<file path="src/rtl/switch_event_pkg.sv">
// Shared types and helpers for the switch event arbiter and other round-robin blocks.
// Latency: none (declarations and a pure combinational function only).
// Backpressure: not applicable.
package switch_event_pkg;

    localparam int MAX_SWITCHES = 16;

    typedef enum logic {
        ST_IDLE  = 1'b0,
        ST_OFFER = 1'b1
    } arb_state_t;

    // Returns the first set bit of 'pending' scanning last+1, last+2, ... with
    // wrap at num-1 -> 0. Offsets are visited from farthest to nearest so the
    // nearest pending index is the one left in 'idx'. When nothing is pending
    // the result is 'last' and the caller must qualify it with |pending.
    function automatic logic [3:0] rr_next(
        input logic [MAX_SWITCHES-1:0] pending,
        input logic [3:0]              last,
        input int                      num
    );
        logic [3:0] idx;
        int         k;
        idx = last;
        for (int off = MAX_SWITCHES; off >= 1; off--) begin
            k = (int'(last) + off) % num;
            if ((off <= num) && pending[k]) begin
                idx = 4'(k);
            end
        end
        return idx;
    endfunction

endpackage

</file>
<file path="src/rtl/switch_event_arbiter_rr_pick.sv">
// Round-robin selector: picks the first pending index after 'last', wrapping around.
// Latency: purely combinational, zero cycles.
// Backpressure: none; the caller decides when the pick is consumed.
//
// Ports:
//   pending - request mask, one bit per switch
//   last    - most recently granted index
//   found   - at least one request is pending
//   index   - selected index (equals 'last' when found = 0)
module rr_pick
    import switch_event_pkg::*;
#(
    parameter  int N  = 4,
    localparam int IW = $clog2(N)
) (
    input  logic [N-1:0]  pending,
    input  logic [IW-1:0] last,
    output logic          found,
    output logic [IW-1:0] index
);

    logic [MAX_SWITCHES-1:0] pend_ext;
    logic [3:0]              last_ext;
    logic [3:0]              pick;

    always_comb begin
        pend_ext         = '0;
        pend_ext[N-1:0]  = pending;
        last_ext         = 4'(last);
        pick             = rr_next(pend_ext, last_ext, N);
        found            = |pending;
        index            = IW'(pick);
    end

endmodule

</file>
<file path="src/rtl/switch_event_arbiter.sv">
// Collects switch edge events, holds them pending and offers them one at a time, round-robin.
// Latency: edge on i_Switch -> pending bit next clock -> o_Valid one clock later when idle.
// Backpressure: o_Valid/index held while i_Ready=0; further edges stay pending, repeats merge and set o_Overflow.
//
// Ports:
//   i_Clk, i_Rst      - clock, synchronous active-high reset
//   i_Switch          - debounced switch levels, synchronous to i_Clk
//   i_Ready           - consumer accepts the presented event
//   o_Valid, o_Index  - event presented and its switch number
//   o_Rising          - 1 = press, 0 = release
//   o_Overflow        - sticky: an edge merged into an already pending event
//
// Optional feature macro: SWITCH_RELEASE_EVENTS_EN
//   defined   - falling edges become release events (o_Rising = 0)
//   undefined - falling edges are ignored and o_Rising is tied to 1
module switch_event_arbiter #(
    parameter  int NUM_SWITCHES = 4,
    localparam int IDX_W        = $clog2(NUM_SWITCHES)
) (
    input  logic                    i_Clk,
    input  logic                    i_Rst,
    input  logic [NUM_SWITCHES-1:0] i_Switch,
    input  logic                    i_Ready,
    output logic                    o_Valid,
    output logic [IDX_W-1:0]        o_Index,
    output logic                    o_Rising,
    output logic                    o_Overflow
);
    import switch_event_pkg::*;

    arb_state_t              state_q, state_d;
    logic [NUM_SWITCHES-1:0] prev_q, prev_d;
    logic [NUM_SWITCHES-1:0] pend_rise_q, pend_rise_d;
    logic [IDX_W-1:0]        last_q, last_d;   // most recently granted index
    logic [IDX_W-1:0]        index_q, index_d;
    logic                    overflow_q, overflow_d;

    logic [NUM_SWITCHES-1:0] rise_evt;
    logic [NUM_SWITCHES-1:0] clr_rise;
    logic [NUM_SWITCHES-1:0] pend_any;
    logic                    slot_free;
    logic                    grant;
    logic                    found;
    logic [IDX_W-1:0]        pick;

`ifdef SWITCH_RELEASE_EVENTS_EN
    logic [NUM_SWITCHES-1:0] pend_fall_q, pend_fall_d;
    logic [NUM_SWITCHES-1:0] fall_evt;
    logic [NUM_SWITCHES-1:0] clr_fall;
    logic                    rising_q, rising_d;

    assign pend_any = pend_rise_q | pend_fall_q;
`else
    assign pend_any = pend_rise_q;
`endif

    // Rise and fall masks are merged before selection, so one picker suffices.
    rr_pick #(
        .N (NUM_SWITCHES)
    ) u_rr_pick (
        .pending (pend_any),
        .last    (last_q),
        .found   (found),
        .index   (pick)
    );

    always_comb begin
        prev_d     = i_Switch;
        rise_evt   = i_Switch & ~prev_q;
        state_d    = state_q;
        last_d     = last_q;
        index_d    = index_q;
        overflow_d = overflow_q;
        clr_rise   = '0;

        // The output register can take a new event when nothing is presented
        // or the presented one is being accepted this cycle.
        slot_free = (state_q == ST_IDLE) || i_Ready;
        grant     = slot_free && found;

        if (grant) begin
            index_d = pick;
            last_d  = pick;
            state_d = ST_OFFER;
        end else if ((state_q == ST_OFFER) && i_Ready) begin
            state_d = ST_IDLE;
        end

`ifdef SWITCH_RELEASE_EVENTS_EN
        fall_evt = ~i_Switch & prev_q;
        clr_fall = '0;
        rising_d = rising_q;
        if (grant) begin
            // A pending press is always served before a pending release.
            if (pend_rise_q[pick]) begin
                clr_rise[pick] = 1'b1;
                rising_d       = 1'b1;
            end else begin
                clr_fall[pick] = 1'b1;
                rising_d       = 1'b0;
            end
        end
        // A new edge beats the grant's clear: the granted event is the old one.
        pend_fall_d = (pend_fall_q & ~clr_fall) | fall_evt;
        if (|(fall_evt & pend_fall_q & ~clr_fall)) begin
            overflow_d = 1'b1;
        end
`else
        if (grant) begin
            clr_rise[pick] = 1'b1;
        end
`endif

        pend_rise_d = (pend_rise_q & ~clr_rise) | rise_evt;
        if (|(rise_evt & pend_rise_q & ~clr_rise)) begin
            overflow_d = 1'b1;
        end
    end

    always_ff @(posedge i_Clk) begin
        if (i_Rst) begin
            // Levels present during reset are absorbed and never reported.
            prev_q      <= i_Switch;
            pend_rise_q <= '0;
            last_q      <= IDX_W'(NUM_SWITCHES - 1);
            state_q     <= ST_IDLE;
            index_q     <= '0;
            overflow_q  <= 1'b0;
        end else begin
            prev_q      <= prev_d;
            pend_rise_q <= pend_rise_d;
            last_q      <= last_d;
            state_q     <= state_d;
            index_q     <= index_d;
            overflow_q  <= overflow_d;
        end
    end

`ifdef SWITCH_RELEASE_EVENTS_EN
    always_ff @(posedge i_Clk) begin
        if (i_Rst) begin
            pend_fall_q <= '0;
            rising_q    <= 1'b1;
        end else begin
            pend_fall_q <= pend_fall_d;
            rising_q    <= rising_d;
        end
    end

    assign o_Rising = rising_q;
`else
    assign o_Rising = 1'b1;
`endif

    assign o_Valid    = (state_q == ST_OFFER);
    assign o_Index    = index_q;
    assign o_Overflow = overflow_q;

endmodule

</file>
<file path="config.mk">
export PLATFORM = sky130hd
export DESIGN_NAME = switch_event_arbiter
export DESIGN_NICKNAME = d
export VERILOG_FILES = /design/src/rtl/switch_event_pkg.sv /design/src/rtl/switch_event_arbiter_rr_pick.sv /design/src/rtl/switch_event_arbiter.sv
export SDC_FILE = /design/constraint.sdc
export NUM_CORES = 1
export LEC_CHECK = 0
export BUFFER_PORTS_ARGS = -buffer_cell sky130_fd_sc_hd__clkbuf_2
export CORE_AREA = 2 2 39 41
export CTS_CLUSTER_SIZE = 20
export DETAILED_ROUTE_END_ITERATION = 10
export DIE_AREA = 0 0 41 43
export PLACE_DENSITY = 0.72
export SETUP_SLACK_MARGIN = 0.4
export SYNTH_ARGS = -nofsm -noshare
export SYNTH_HDL_FRONTEND = slang
export SYNTH_SLANG_ARGS = --single-unit
</file>
<file path="constraint.sdc">
create_clock -name i_Clk -period 1.6 [get_ports i_Clk]
set_clock_uncertainty 0.1 [all_clocks]
set_input_delay 0.08 -clock i_Clk [delete_from_list [all_inputs] [get_ports i_Clk]]
set_output_delay 0.08 -clock i_Clk [all_outputs]
set_load 0.01 [all_outputs]
</file>
==> impl_metrics.json <==
{
  "use_met1_pct": 26.80,
  "rr_endpoint": "o_Overflow$_SDFFE_PP0P_",
  "grt_pass1_wl_microns": 2346,
  "ys_seq_area_share_pct": 48.38,
  "clock_latency_ns": 0.29,
  "fillers": 101,
  "leakage_nw": 0.3865,
  "final_max_slew_viol_count": 0,
  "synth_top_cell_area_share_pct": 48.38,
  "port-buffer-count": 10,
  "grtUsageMet2_pct": 30.63,
  "final_cell_count_no_fill": 111,
  "required_ns": 1.68,
  "crit_family": "simple AND/OR/NAND/NOR gates",
  "fin_crit_ns": 1.690,
  "diodes": 0,
  "path_buf_inv": 0,
  "worstReg2RegStart": "pend_any[1]$_SDFF_PP0_",
  "path_cells": "nor2b_4, o21ai_2, nand3_2, or3_4, a31oi_4, a41oi_2",
  "die_y_microns": 43,
  "stdcell_area_sq_um": 952.2,
  "hold_class": "primary input to register",
  "max_stage_delay_ns": 0.40,
  "end_kind": "register",
  "fmax_mhz": 591.9,
  "vias": 582,
  "gr-max-usage-layer": "met2",
  "syn_inst": 67,
  "crit_end": "o_Overflow$_SDFFE_PP0P_",
  "seqCellArea_sq_um": 299.0,
  "p_per_area_nw_per_um2": 1067,
  "grt-ovfl-total": 0,
  "cp.depth": 6,
  "initial_core_util_pct": 41.86,
  "cp.arrival_ns": 1.77,
  "cap_violations": 0,
  "rsz0062_at_grt": "yes",
  "routedWlPerCell_microns": 14.63,
  "cp_slowest_cell": "or3_4",
  "final.setup.worst_slack_ns": -0.08952,
  "routed_wl_microns": 1624,
  "hold_viol": 0,
  "gp_congestion": 0.7836,
  "critPathMaxFanout": 5,
  "die_width_microns": 41,
  "cts_max_level": 1,
  "cts_root_buf": "clkbuf_4",
  "drcViolationCount": 0,
  "clkTransAtPathRegs_ns": 0.09,
  "use_met3_pct": 3.141,
  "status": "finished, violations left",
  "startpoint_type": "register",
  "grt_max_degree": 11,
  "drtPass1Iterations": 4,
  "hpwlAfterDp_microns": 921.1,
  "setup_violations": 2,
  "p_total_w": 0.001016,
  "synth.cell_area_sq_um": 579.3,
  "dp.cells": 97,
  "violations": "negative setup slack",
  "synth.distinct_cells": 25,
  "drive_above_1_share_pct": 53.68,
  "critPathKind": "register to register",
  "io_pins": 12,
  "fin_nets": 103,
  "drt_iter0_drc": 18,
  "r2r_slack_ns": -0.09,
  "core_sq_um": 1384,
  "crit_start": "pend_any[1]$_SDFF_PP0_",
  "syn_nets": 74,
  "fin_crit_sh_pct": 105.6,
  "synth_warnings": 0,
  "synth_area_per_cell_sq_um": 8.646,
  "antenna_found_initial": 0,
  "track_usage_pct": 20.28,
  "synth_area_leader_cell": "dfxtp_1",
  "worstRegToRegCells": 6,
  "cts_tree": "built",
  "drt.antenna.violating_nets": 0,
  "routed_via_density": 5.243,
  "cts.sinks": 14,
  "grt_pass1_vias": 538,
  "area_growth_pct": 64.36,
  "cts_inserted_buffers": 3,
  "synth_seq_cells": 14,
  "multi_input_area_sq_um": 400.4,
  "synth.area.top_cells": "dfxtp_1 (48%), a21oi_1 (6.9%), nor2b_1 (5.4%), nor2_1 (5.2%), nand3_1 (3.5%)",
  "clk_path_buf_depth": 2,
  "rows": 14,
  "ir_drop_mv": 0.7675,
  "die_area_sq_um": 1763,
  "place_area_sq_um": 704.4
}
[synth_stat cells]
master / count
a21oi_1: 8
o21ai_1: 1
nor2b_1: 5
o21ai_2: 2
conb_1: 1
nand3_1: 4
or3_1: 1
inv_1: 1
nor4_2: 1
a21o_2: 2
dfxtp_1: 14
or2_1: 1
and3_1: 1
a31oi_1: 1
o31ai_1: 1
buf_4: 1
nor3_1: 1
o21bai_1: 1
nor2_1: 8
o21ai_0: 1
nand2b_1: 3
nand3_2: 1
nand2_1: 5
clkbuf_1: 1
a41oi_1: 1
[worst min-delay path by stage]
stage                      startpoint                 endpoint  slack (ns)  depth (start not counted)
after floorplan           i_Switch[0]        prev_q[0]$_DFF_P_       0.008                          0
after global placement    i_Switch[0]        prev_q[0]$_DFF_P_        0.09                          1
after global routing          i_Ready  o_Index[0]$_SDFFE_PP0P_        0.23                          5
after CTS                     i_Ready   last_q[1]$_SDFFE_PP1P_        0.17                          5
final                         i_Ready  o_Index[0]$_SDFFE_PP0P_        0.19                          5
after detailed placement  i_Switch[0]        prev_q[0]$_DFF_P_         0.1                          1
[worst reg2reg max path: cells and delay by family, from the launching register on]
| kind | cells | cell delay, ns |
|---|---|---|
| simple gates | 3 | 0.63 |
| compound gates | 3 | 0.47 |
| flops | 1 | 0.38 |
[layer usage]
| metal | share of wire [%] | wire (microns) |
|---|---|---|
| met5 | 0 | 0 |
| met4 | 2.0 | 32 |
| met3 | 2.6 | 43 |
| met2 | 50 | 818 |
| met1 | 45 | 730 |
[through the flow]
step	hold slack, ns	setup TNS [ns]	utilization (%)	worst slack, ns
floorplan	0.007717	0	-	0.05572
finish	0.1892	-0.09249	68.81	-0.08952
global route	0.2321	-0.2309	68.81	-0.1412
detailed placement	0.09949	-0.03451	50.90	-0.03451
global placement	0.09303	-0.02650	50.90	-0.02650
CTS	0.1663	-0.008069	62.93	-0.008069
[power by group]
part | internal (W) | leakage [nW] | total [W] | switching [W]
sequential | 0.000384 | 0.119 | 0.000424 | 0.0000400
clock | 0.000139 | 0.0210 | 0.000265 | 0.000126
combinational | 0.000166 | 0.246 | 0.000326 | 0.000161
[cell type report]
cell class              count  area share [%]
well taps                  16           2.102
inverters                   1          0.3942
flip-flops and latches     14           31.41
repair buffers             26           20.24
clock buffers               4           3.811
multi-input cells          50           42.05
[flip-flops by register name, indices dropped and copies added (netlist names)]
| register | flops |
|---|---|
| o_Valid | 1 |
| o_Index | 2 |
| last_q | 2 |
| pend_any | 4 |
| o_Overflow | 1 |
| prev_q | 4 |
[timing repair]
item	4_1_cts	5_1_grt
endpoints found under the hold margin	10	0
pin swaps	7	5
endpoints found under the setup margin	9	9
setup buffers	3	1
resized for setup	12	14
hold buffers	6	0
[cells in the final DEF, fill, tap and decap left out, types with 3 or more instances in the layout]
| cell type | count |
|---|---|
| clkbuf_2 | 10 |
| dfxtp_1 | 9 |
| buf_4 | 8 |
| nor2_1 | 6 |
| dlygate4sd3_1 | 6 |
| nand2_1 | 5 |
| a21oi_1 | 5 |
| dfxtp_4 | 5 |
| o21ai_2 | 3 |
| a21oi_2 | 3 |
| nor2b_1 | 3 |
| clkbuf_4 | 3 |
[logic make-up (layout without fill, tap and decap cells)]
kind of cell	Yosys count	in the layout	share of synthesized area [%]
AOI/OAI and AO/OA	18	18	19.87
buffers and inverters	3	31	2.591
DFF	14	14	48.38
other	1	1	0.6473
and+or+nand+nor	31	31	28.51
Note: power is estimated with default switching activity, not from simulation.
